<file path="src/rtl/dup_rep.sv">
// Stream repeater: each accepted upstream beat is re-emitted n_lat times with regenerated first/last framing.
// Optional macro DUP_REP_ABT_FLUSH_EN: a downstream abort flushes the held beat and any remaining copies.
module dup_rep #(
   parameter int W  = 32,
   parameter int CW = 8
) (
   input  logic          clk,
   input  logic          rst_n,
   input  logic [CW-1:0] N,
   input  logic [W-1:0]  uc_d0,
   input  logic [3:0]    uc_mflags,
   output logic [1:0]    cu_sflags,
   output logic [W-1:0]  cd_d0,
   output logic [3:0]    cd_mflags,
   input  logic [1:0]    dc_sflags,
   output logic [CW-1:0] rep_idx
);

   typedef enum logic {
      IDLE = 1'b0,
      EMIT = 1'b1
   } state_t;

   state_t        state_q, state_d;
   logic [W-1:0]  hold_d_q, hold_d_d;
   logic          hold_f_q, hold_f_d;
   logic          hold_l_q, hold_l_d;
   logic [CW-1:0] n_lat_q, n_lat_d;
   logic [CW-1:0] cnt_q, cnt_d;
   logic          cd_again_q, cd_again_d;

   logic uc_vld, uc_first, uc_last;
   logic dc_bsy, dc_abt;
   logic emit, final_copy, abort;
   logic cd_vld, cd_first, cd_last, cu_bsy;
   logic up_acc, dn_acc;
   logic unused_uc_again;

   assign uc_vld          = uc_mflags[0];
   assign uc_last         = uc_mflags[1];
   assign uc_first        = uc_mflags[2];
   assign unused_uc_again = uc_mflags[3];
   assign dc_bsy          = dc_sflags[0];
   assign dc_abt          = dc_sflags[1];

`ifdef DUP_REP_ABT_FLUSH_EN
   assign abort = dc_abt;
`else
   assign abort = 1'b0;
`endif

   // n_lat is already updated by the accepting edge, so it is the effective count for the held beat.
   assign emit       = (state_q == EMIT);
   assign final_copy = emit & (cnt_q == n_lat_q);
   assign cd_vld     = emit;
   assign cd_first   = emit & hold_f_q & (cnt_q == CW'(1));
   assign cd_last    = final_copy & hold_l_q;
   assign cu_bsy     = (emit & ~(final_copy & ~dc_bsy)) | abort;
   assign up_acc     = uc_vld & ~cu_bsy;
   assign dn_acc     = cd_vld & ~dc_bsy;

   assign cu_sflags = {dc_abt, cu_bsy};
   assign cd_d0     = hold_d_q;
   assign cd_mflags = {cd_again_q, cd_first, cd_last, cd_vld};
   assign rep_idx   = emit ? cnt_q : '0;

   always_comb begin
      // NOTE: every *_d gets its hold value first so no path through this block can infer a latch.
      state_d    = state_q;
      hold_d_d   = hold_d_q;
      hold_f_d   = hold_f_q;
      hold_l_d   = hold_l_q;
      n_lat_d    = n_lat_q;
      cnt_d      = cnt_q;
      cd_again_d = 1'b0;

      if (up_acc && uc_first) begin
         n_lat_d = (N == '0) ? CW'(1) : N;
      end

      if (abort) begin
         state_d = IDLE;
         cnt_d   = '0;
      end else begin
         cd_again_d = cd_vld & dc_bsy;
         if (up_acc) begin
            // Only reachable from IDLE or on the final accepted copy, so reload is always safe.
            state_d  = EMIT;
            hold_d_d = uc_d0;
            hold_f_d = uc_first;
            hold_l_d = uc_last;
            cnt_d    = CW'(1);
         end else if (dn_acc) begin
            if (final_copy) begin
               state_d = IDLE;
               cnt_d   = '0;
            end else begin
               cnt_d = cnt_q + CW'(1);
            end
         end
      end
   end

   // NOTE: sequential state uses non-blocking assignments only; all logic lives in the always_comb above.
   always_ff @(posedge clk or negedge rst_n) begin
      if (!rst_n) begin
         state_q    <= IDLE;
         hold_d_q   <= '0;
         hold_f_q   <= 1'b0;
         hold_l_q   <= 1'b0;
         n_lat_q    <= CW'(1);
         cnt_q      <= '0;
         cd_again_q <= 1'b0;
      end else begin
         state_q    <= state_d;
         hold_d_q   <= hold_d_d;
         hold_f_q   <= hold_f_d;
         hold_l_q   <= hold_l_d;
         n_lat_q    <= n_lat_d;
         cnt_q      <= cnt_d;
         cd_again_q <= cd_again_d;
      end
   end

endmodule

</file>
<file path="config.mk">
export PLATFORM = sky130hd
export DESIGN_NAME = dup_rep
export DESIGN_NICKNAME = d
export VERILOG_FILES = /design/src/rtl/dup_rep.sv
export SDC_FILE = /design/constraint.sdc
export NUM_CORES = 1
export LEC_CHECK = 0
export CAP_MARGIN = 5
export CORE_ASPECT_RATIO = 1.1
export CORE_UTILIZATION = 44
export DETAILED_ROUTE_END_ITERATION = 12
export PLACE_DENSITY = 0.83
export RECOVER_POWER = 50
export REMOVE_ABC_BUFFERS = 1
export SETUP_SLACK_MARGIN = 0.3
export SLEW_MARGIN = 20
export SYNTH_ARGS = -nofsm -noshare
export SYNTH_HDL_FRONTEND = slang
export SYNTH_SLANG_ARGS = --single-unit
</file>
<file path="constraint.sdc">
create_clock -name clk -period 2.2 [get_ports clk]
set_clock_uncertainty 0.15 [all_clocks]
set_input_delay 0.44 -clock clk [delete_from_list [all_inputs] [get_ports clk]]
set_output_delay 0.44 -clock clk [all_outputs]
set_load 0.05 [all_outputs]
</file>
==> results of run 1 <==
path summary, 6_finish.rpt:
check                      startpoint            to  slack, ns  cells past startpoint
max                        n_lat_q[2]  cu_sflags[0]      -0.27                      5
min                        n_lat_q[0]    n_lat_q[0]       0.36                      2
max reg2reg                n_lat_q[0]     cd_d0[22]      -0.11                      8
min reg2reg                n_lat_q[0]    n_lat_q[0]       0.36                      2
max in group asynchronous       rst_n        cd_vld       0.15                      3
min in group asynchronous       rst_n     cd_d0[24]       0.62                      2
kinds of logic (layout without fill, tap and decap cells):
logic type      Yosys count  after routing  share of synthesized area
compound gates           12             12                     0.0361
mux                      42             42                      0.229
fa+ha+maj                 2              2                    0.00988
buf+inv                  18            134                     0.0598
flops                    52             52                      0.514
simple gates             45             45                      0.102
xor+xnor                 14             14                     0.0484
stage by stage:
step / setup TNS (ns) / area, um2 / setup slack [ns] / instances / total power (W)
after floorplan: -31.05 / 2400 / -1.07 / 171 / 0.00383
after global placement: 0 / 3670 / 0.0530 / 356 / 0.00503
after detailed placement: 0 / 3670 / 0.0315 / 356 / 0.00510
after CTS: -0.373 / 3970 / -0.224 / 371 / 0.00573
after global routing: -6.50 / 4060 / -0.329 / 376 / 0.00619
final: -3.92 / 4060 / -0.270 / 376 / 0.00594
registers in the layout, summed over array words and instances, names as in the netlist:
register,count
n_lat_q,8
cd_vld,1
hold_l_q,1
cd_again_q,1
cd_d0,32
cnt_q,8
hold_f_q,1
what timing repair did:
| item | in CTS | in global routing |
|---|---|---|
| endpoints found under the hold margin | 14 | 0 |
| pin swaps | 10 | 7 |
| setup buffers | 3 | 5 |
| hold buffers | 1 | 0 |
| gates cloned | 3 | 0 |
| setup endpoints to repair | 90 | 61 |
| gates resized for setup | 62 | 14 |
cell type report:
class | count | share of cell area
sequential | 52 | 0.321
clock buffer | 6 | 0.0179
timing repair buffer | 122 | 0.327
clock inverter | 2 | 0.00863
inverter | 4 | 0.00370
tap | 75 | 0.0231
multi-input combinational | 115 | 0.299
metal layers:
metal / vias up / wire length [um] / track usage
met5: - / 0 / 0
met4: 0 / 121 / 0.0660
met3: 15 / 573 / 0.0847
met2: 93 / 3590 / 0.427
met1: 946 / 2600 / 0.279
li1: 856 / - / -
critical path: stages (launching register included):
cell and delay, ns:
dfrtp_1 0.42, xnor2_1 0.26, nand4_1 0.14, or3_4 0.40
o21a_1 0.20, buf_6 0.15
synth_stat cells (all sizes together):
library cell / count
nor4b: 1
and4: 1
o21ai: 1
or2: 1
xnor2: 9
nor2: 8
dfstp: 1
a31oi: 2
xor2: 5
a211oi: 1
nand2b: 2
ha: 2
a41oi: 1
inv: 4
or3: 2
clkbuf: 2
o21a: 1
a21boi: 1
mux2i: 1
a21oi: 4
nor4: 2
mux2: 41
and2: 12
nand3: 5
nand2: 4
nand4: 3
dfrtp: 51
nor3: 1
and3: 3
buf: 12
a21o: 1
where the power goes:
| part | switching [W] | internal, W |
|---|---|---|
| combinational | 0.00201 | 0.00155 |
| clock | 0.000323 | 0.000338 |
| sequential | 0.000327 | 0.00139 |
==> metrics.yaml, run 1 <==
status:
  status: "complete, but fails checks"
  failed_checks: "negative setup slack"
sta:
  drv_slew: 0
  hold_slack_ns: 0.363
  slew-limit-headroom: 0.397
  rsz0062_at_grt: "yes"
  fmax_mhz: 405
  finalHoldViolCount: 0
  finalWorstSetupSlack_ns: -0.270
  min_period_ns: 2.47
  worst_pin_slew_ns: 0.905
  period_share: 1.12
  setup_viol: 43
clock_network:
  cts.sinks: 52
  clock_latency_ns: 0.31
  path_clk_slew_ns: 0.10
  cts_made_buffers: 5
  cts_tree: "done"
  cts-htree-levels: 2
  clock_path_buffers: 2
  root_buffer: "clkbuf_8"
logic_synthesis:
  netlist_instances: 185
  synth.cell_area_um2: 2530
  ys_types: 39
  yosys.area.top_type: "dfrtp_1"
  synth_seq_area_share: 0.514
  synth_area_per_cell_um2: 13.7
  synth_top_area_frac: 0.504
  yosysWarnings: 0
  synth.area.top_cells: "dfrtp_1 (50%), mux2_4 (17%), mux2_2 (4.9%)"
  ys_ff_latch: 52
die:
  start_util: 0.463
  die_w_um: 74.3
  dieHeight_um: 81.6
  pin_count: 94
  rows: 28
  die_area_um2: 6060
  coreArea_um2: 5470
place:
  portBuffers: 90
  dp_hpwl_um: 4220
  gp_congestion: 0.775
pwr:
  powerDensity_nw_per_um2: 1460
  max-vdd-ir-drop_mv: 1.00
  leakagePower_nw: 1.89
critical_path:
  cp.arrival_ns: 1.88
  crit_fanout: 2
  crit_path_end_kind: "primary output"
  required_ns: 1.61
  timing_worst_setup_path_type: "reg -> out"
  cp-start-kind: "register"
finish:
  layout_commonest_cell: "dfrtp_1"
  n_antenna_cell: 0
  fill_cells: 346
  utilization: 0.743
  drive_gt1_frac: 0.372
  final_cell_mix: "dfrtp_1 (50), clkdlybuf4s50_1 (44), mux2_4 (40)"
  seqCellArea_um2: 1300
  multi_input_area_um2: 1210
  area_growth_pct: 60.3
  final_nets: 350
drt:
  ant_nets: 0
  drc_errors: 0
  dr_total_vias: 1910
  dr.pass1.iters: 4
  post_drt_wl_per_cell_um: 18.3
  wl_um: 6890
  vias_per_cell: 5.08
  drt-initial-drc-count: 90
grt:
  grt_pass1_wl_um: 10600
  grt_pass1_vias: 2007
  grt_overflow_total: 0
  grt_start_max_net_pins: 24
  antenna_found_initial: 0
  track_usage: 0.243
run:
  drv_cap: 0
min_path:
  hold_path.class: "reg -> reg"
No activity file was read; power rests on OpenSTA's default activity.
==> inputs of run 2 (changes only) <==
- PLACE_DENSITY: 0.83 -> not set
- PLACE_DENSITY_LB_ADDON: not set -> 0.12
==> metrics.yaml, run 2 (synthesis results as in run 1) <==
min_path:
  whs_path_depth: 2  # unchanged
  whs_endpoint: "n_lat_q[0]"  # unchanged
  hold_path.class: "reg -> reg"  # unchanged
  holdCritStartpoint: "n_lat_q[0]"  # unchanged
finish:
  area_growth_pct: 63.9  # was 60.3%
  final_cell_mix: "dfrtp_1 (50), clkdlybuf4s50_1 (44), mux2_4 (40)"  # unchanged
  fill_cells: 368  # was 346
  layout_commonest_cell: "dfrtp_1"  # unchanged
  drive_gt1_frac: 0.377  # was 0.372
  n_antenna_cell: 0  # unchanged
  final_nets: 354  # was 350
  largest_register_ffs: 32  # unchanged
drt:
  wl_um: 5890  # was 6890 um
  dr_total_vias: 1861  # was 1910
  post_drt_wl_per_cell_um: 15.5  # was 18.3 um
  ant_nets: 0  # unchanged
  drc_errors: 0  # unchanged
  vias_per_cell: 4.90  # was 5.08
  dr.pass1.iters: 4  # unchanged
  drt-initial-drc-count: 47  # was 90
status:
  failed_checks: "negative setup slack"  # unchanged
  status: "complete, but fails checks"  # unchanged
place:
  portBuffers: 90  # unchanged
  post-place-ws_ns: 0.0223  # was 0.0315 ns
  dp_hpwl_um: 4060  # was 4220 um
  gp_congestion: 0.758  # was 0.775
pwr:
  leakagePower_nw: 1.93  # was 1.89 nW
  p_int_w: 0.00333  # was 0.00328 W
  power_frac_clock: 0.120  # was 0.111
  power.share.switching: 0.432  # was 0.448
  comb_power_share: 0.596  # was 0.599
  powerDensity_nw_per_um2: 1410  # was 1460 nW/um2
  p_seq_frac: 0.284  # was 0.289
  max-vdd-ir-drop_mv: 0.957  # was 1.00 mV
  p_switching_w: 0.00253  # was 0.00266 W
clock_network:
  cts_tree: "done"  # unchanged
  cts-htree-levels: 2  # unchanged
  root_buffer: "clkbuf_8"  # unchanged
  path_clk_slew_ns: 0.10  # about the same
  clock_path_buffers: 2  # unchanged
  clock_latency_ns: 0.30  # was 0.31 ns
  cts_made_buffers: 5  # unchanged
  cts.sinks: 52  # unchanged
critical_path:
  cp-start-kind: "register"  # unchanged
  rr_startpoint: "cnt_q[7]"  # was n_lat_q[0]
  crit_fanout: 2  # unchanged
  crit_path_end_kind: "primary output"  # unchanged
  timing.rr.end: "cd_d0[10]"  # was cd_d0[22]
  r2r_slack_ns: -0.07  # was -0.11 ns
  required_ns: 1.61  # about the same
  timing_worst_setup_path_type: "reg -> out"  # unchanged
  cp.arrival_ns: 1.82  # was 1.88 ns
  r2r_cells: 8  # unchanged
sta:
  min_period_ns: 2.41  # was 2.47 ns
  tns_ns: -1.55  # was -3.92 ns
  setup_viol: 23  # was 43
  finalWorstSetupSlack_ns: -0.212  # was -0.270 ns
  rsz0062_at_grt: "yes"  # unchanged
  drv_slew: 0  # unchanged
  fmax_mhz: 415  # was 405 MHz
  slew-limit-headroom: 0.219  # was 0.397
  period_share: 1.10  # was 1.12
  finalHoldViolCount: 0  # unchanged
  worst_pin_slew_ns: 1.17  # was 0.905 ns
die:
  die_area_um2: 6060  # unchanged
  coreArea_um2: 5470  # unchanged
  rows: 28  # unchanged
  dieHeight_um: 81.6  # unchanged
  die_w_um: 74.3  # unchanged
  start_util: 0.463  # unchanged
  pin_count: 94  # unchanged
grt:
  track_usage: 0.209  # was 0.243
  grt_pass1_vias: 1915  # was 2007
  grt_start_max_net_pins: 21  # was 24
  grt_pass1_wl_um: 9360  # was 10600 um
  grt_overflow_total: 0  # unchanged
  antenna_found_initial: 0  # unchanged
run:
  drv_cap: 0  # unchanged
==> run 2: power groups by stage <==
stage                     logic, W  registers (W)  clock network [W]
after floorplan            0.00113        0.00270                  0
after global placement     0.00341        0.00166                  0
after detailed placement   0.00345        0.00166                  0
after CTS                  0.00345        0.00166           0.000718
after global routing       0.00367        0.00172           0.000751
final                      0.00349        0.00166           0.000701
==> run 2: timing repair <==
item,4_1_cts,5_1_grt
hold endpoints to repair,18,0
pin swaps,6,7
gates cloned,4,0
setup buffers,4,6
setup endpoints to repair,85,54
gates resized for setup,60,16
hold buffers,1,0
==> run 2: cell type report <==
class | count | area [um2] | share of cell area
repair buffers | 126 | 1420 | 0.343
flip-flops and latches | 52 | 1300 | 0.314
multi-input cells | 115 | 1190 | 0.287
clock buffers | 7 | 96.3 | 0.0232
well taps | 75 | 93.8 | 0.0226
clock inverters | 1 | 30.0 | 0.00723
inverters | 4 | 15.0 | 0.00362
==> run 2: critical path, cell delays in order (launching register included) <==
cell     delay [ns]
dfstp_2        0.57
xnor2_2        0.12
nand4_1        0.11
or3_4          0.38
o21a_1         0.20
buf_6          0.15
==> run 2: worst max path at each step <==
stage	startpoint	end	slack (ns)	depth (start not counted)
after floorplan	cd_vld	cd_mflags[2]	-1.07	3
after detailed placement	uc_mflags[0]	cd_d0[2]	0.02	6
after global placement	uc_mflags[0]	cd_d0[4]	0.04	6
final	n_lat_q[0]	cu_sflags[0]	-0.21	5
after global routing	n_lat_q[0]	cu_sflags[0]	-0.26	5
after CTS	n_lat_q[0]	cu_sflags[0]	-0.21	5
==> run 2: through the flow <==
stage	power (W)	hold WS [ns]	utilization	instance area, um2	std cells
floorplan	0.00383	-0.00559	-	2400	171
CTS	0.00583	0.352	0.744	4070	374
global route	0.00614	0.375	0.760	4150	380
detailed placement	0.00511	0.316	0.680	3710	357
global placement	0.00506	0.307	0.680	3710	357
finish	0.00585	0.347	0.760	4150	380
==> run 2: layer usage <==
| metal | wire length, um | vias to the layer above | track usage |
|---|---|---|---|
| met2 | 3080 | 73 | 0.381 |
| met3 | 327 | 14 | 0.0515 |
| met4 | 125 | 0 | 0.0396 |
| met1 | 2350 | 902 | 0.249 |
| li1 | - | 872 | - |
| met5 | 0 | - | 0 |
==> inputs of run 3 (changes only) <==
- SKIP_CTS_REPAIR_TIMING: not set -> 1
==> metrics.yaml, run 3 (synthesis results as in run 1) <==
critical_path:
  cp_num_buf_inv: 1  # unchanged
  crit_fanout: 2  # unchanged
  crit_path_top_delay_cell: "dfstp_2"  # unchanged
  r2r_cells: 7  # was 8
  crit_path_end_kind: "primary output"  # unchanged
  timing.rr.end: "cd_d0[26]"  # was cd_d0[10]
  rr_startpoint: "n_lat_q[0]"  # was cnt_q[7]
  required_ns: 1.61  # about the same
  cp-start-kind: "register"  # unchanged
  crit_chain: "xnor2_2 -> nand4_1 -> or3_4 -> o21a_1 -> buf_6"  # unchanged
  timing_worst_setup_path_type: "reg -> out"  # unchanged
  r2r_slack_ns: -0.02  # was -0.07 ns
  cpPeakStageDelay_ns: 0.56  # was 0.57 ns
  cp.arrival_ns: 1.81  # was 1.82 ns
  cp_top_family: "flip-flops"  # unchanged
drt:
  dr.pass1.iters: 4  # unchanged
  vias_per_cell: 4.90  # about the same
  post_drt_wl_per_cell_um: 15.9  # was 15.5 um
  drc_errors: 0  # unchanged
  dr_total_vias: 1826  # was 1861
  routed.top_layer: "met4"  # unchanged
  wl_met2_um: 3120  # was 3080 um
  ant_nets: 0  # unchanged
  dr_wl_met3_um: 236  # was 327 um
  wl_um: 5940  # was 5890 um
  drt-met1-wl_um: 2480  # was 2350 um
  drt-initial-drc-count: 55  # was 47
grt:
  grt_start_max_net_pins: 22  # was 21
  track_usage: 0.186  # was 0.209
  antenna_found_initial: 0  # unchanged
  grt_pass1_wl_um: 8420  # was 9360 um
  grt_overflow_total: 0  # unchanged
  grt_pass1_vias: 1807  # was 1915
clock_network:
  path_clk_slew_ns: 0.09  # was 0.10 ns
  clock_path_buffers: 2  # unchanged
  cts_tree: "done"  # unchanged
  cts_made_buffers: 5  # unchanged
  cts.sinks: 52  # unchanged
  clock_latency_ns: 0.30  # about the same
  root_buffer: "clkbuf_8"  # unchanged
  cts-htree-levels: 2  # unchanged
finish:
  drive_gt1_frac: 0.349  # was 0.377
  layout_commonest_cell: "dfrtp_1"  # unchanged
  area_growth_pct: 63.9  # unchanged
  n_antenna_cell: 0  # unchanged
  final_nets: 347  # was 354
  fill_cells: 372  # was 368
  utilization: 0.760  # unchanged
  final_cell_mix: "dfrtp_1 (50), clkdlybuf4s50_1 (44), mux2_4 (40)"  # unchanged
  largest_register_ffs: 32  # unchanged
sta:
  rsz0062_at_grt: "yes"  # unchanged
  setup_viol: 19  # was 23
  worst_pin_slew_ns: 1.17  # about the same
  finalHoldViolCount: 0  # unchanged
  period_share: 1.09  # was 1.10
  drv_slew: 0  # unchanged
  finalWorstSetupSlack_ns: -0.202  # was -0.212 ns
  fmax_mhz: 416  # was 415 MHz
  min_period_ns: 2.40  # was 2.41 ns
  slew-limit-headroom: 0.219  # about the same
status:
  failed_checks: "negative setup slack"  # unchanged
  status: "complete, but fails checks"  # unchanged
min_path:
  whs_endpoint: "n_lat_q[0]"  # unchanged
  hold_path.class: "reg -> reg"  # unchanged
  holdCritStartpoint: "n_lat_q[0]"  # unchanged
  whs_path_depth: 2  # unchanged
die:
  start_util: 0.463  # unchanged
  die_w_um: 74.3  # unchanged
  coreArea_um2: 5470  # unchanged
  die_area_um2: 6060  # unchanged
  rows: 28  # unchanged
  dieHeight_um: 81.6  # unchanged
  pin_count: 94  # unchanged
pwr:
  powerDensity_nw_per_um2: 1430  # was 1410 nW/um2
  finalPower_w: 0.00595  # was 0.00585 W
  p_switching_w: 0.00251  # was 0.00253 W
  power_frac_clock: 0.117  # was 0.120
  power.share.switching: 0.422  # was 0.432
  p_seq_frac: 0.280  # was 0.284
  max-vdd-ir-drop_mv: 0.878  # was 0.957 mV
  p_int_w: 0.00344  # was 0.00333 W
  comb_power_share: 0.603  # was 0.596
  leakagePower_nw: 2.17  # was 1.93 nW
run:
  drv_cap: 0  # unchanged
place:
  dp_hpwl_um: 4060  # unchanged
  post-place-ws_ns: 0.0223  # unchanged
  gp_congestion: 0.758  # unchanged
  portBuffers: 90  # unchanged
run 3: worst max-delay path by stage:
stage	start	endpoint	slack, ns	depth (start not counted)
floorplan	cd_vld	cd_mflags[2]	-1.07	3
global placement	uc_mflags[0]	cd_d0[4]	0.04	6
detailed placement	uc_mflags[0]	cd_d0[2]	0.02	6
CTS	n_lat_q[0]	cu_sflags[0]	-0.25	5
global route	n_lat_q[0]	cu_sflags[0]	-0.26	5
finish	n_lat_q[0]	cu_sflags[0]	-0.20	5
run 3: metrics by stage:
stage                     instance area, um2  hold slack (ns)  std cells  setup TNS [ns]
after floorplan                         2400         -0.00559        171          -31.05
after global placement                  3710            0.307        357               0
after detailed placement                3710            0.316        357               0
after CTS                               3840          -0.0194        365          -0.589
after global routing                    4150            0.373        373           -6.30
final                                   4150            0.345        373          -0.476
run 3: cell type report:
| class | instances | area (um2) | area share |
|---|---|---|---|
| clock buffers | 7 | 96.3 | 0.0232 |
| flip-flops and latches | 52 | 1300 | 0.314 |
| inverters | 4 | 15.0 | 0.00362 |
| repair buffers | 119 | 1430 | 0.344 |
| well taps | 75 | 93.8 | 0.0226 |
| multi-input cells | 115 | 1190 | 0.286 |
| clock inverters | 1 | 30.0 | 0.00723 |
run 3: power groups by stage:
stage          Clock [W]  Combinational (W)  Sequential (W)
2_1_floorplan          0            0.00113         0.00270
3_3_place_gp           0            0.00341         0.00166
3_5_place_dp           0            0.00345         0.00166
4_1_cts         0.000718            0.00346         0.00166
5_1_grt         0.000749            0.00377         0.00172
6_report        0.000696            0.00359         0.00166
run 3: worst reg2reg max path, cell delays in order (launching register included):
cell       delay [ns]
dfstp_2          0.56
xnor2_2          0.11
and4_1           0.23
and3_4           0.21
buf_6            0.11
a21o_4           0.23
clkbuf_16        0.19
mux2_4           0.30
run 3: per-layer routing:
| metal | vias up | GRT usage |
|---|---|---|
| li1 | 853 | - |
| met4 | 0 | 0.0472 |
| met3 | 9 | 0.0491 |
| met2 | 56 | 0.326 |
| met5 | - | 0 |
| met1 | 908 | 0.226 |
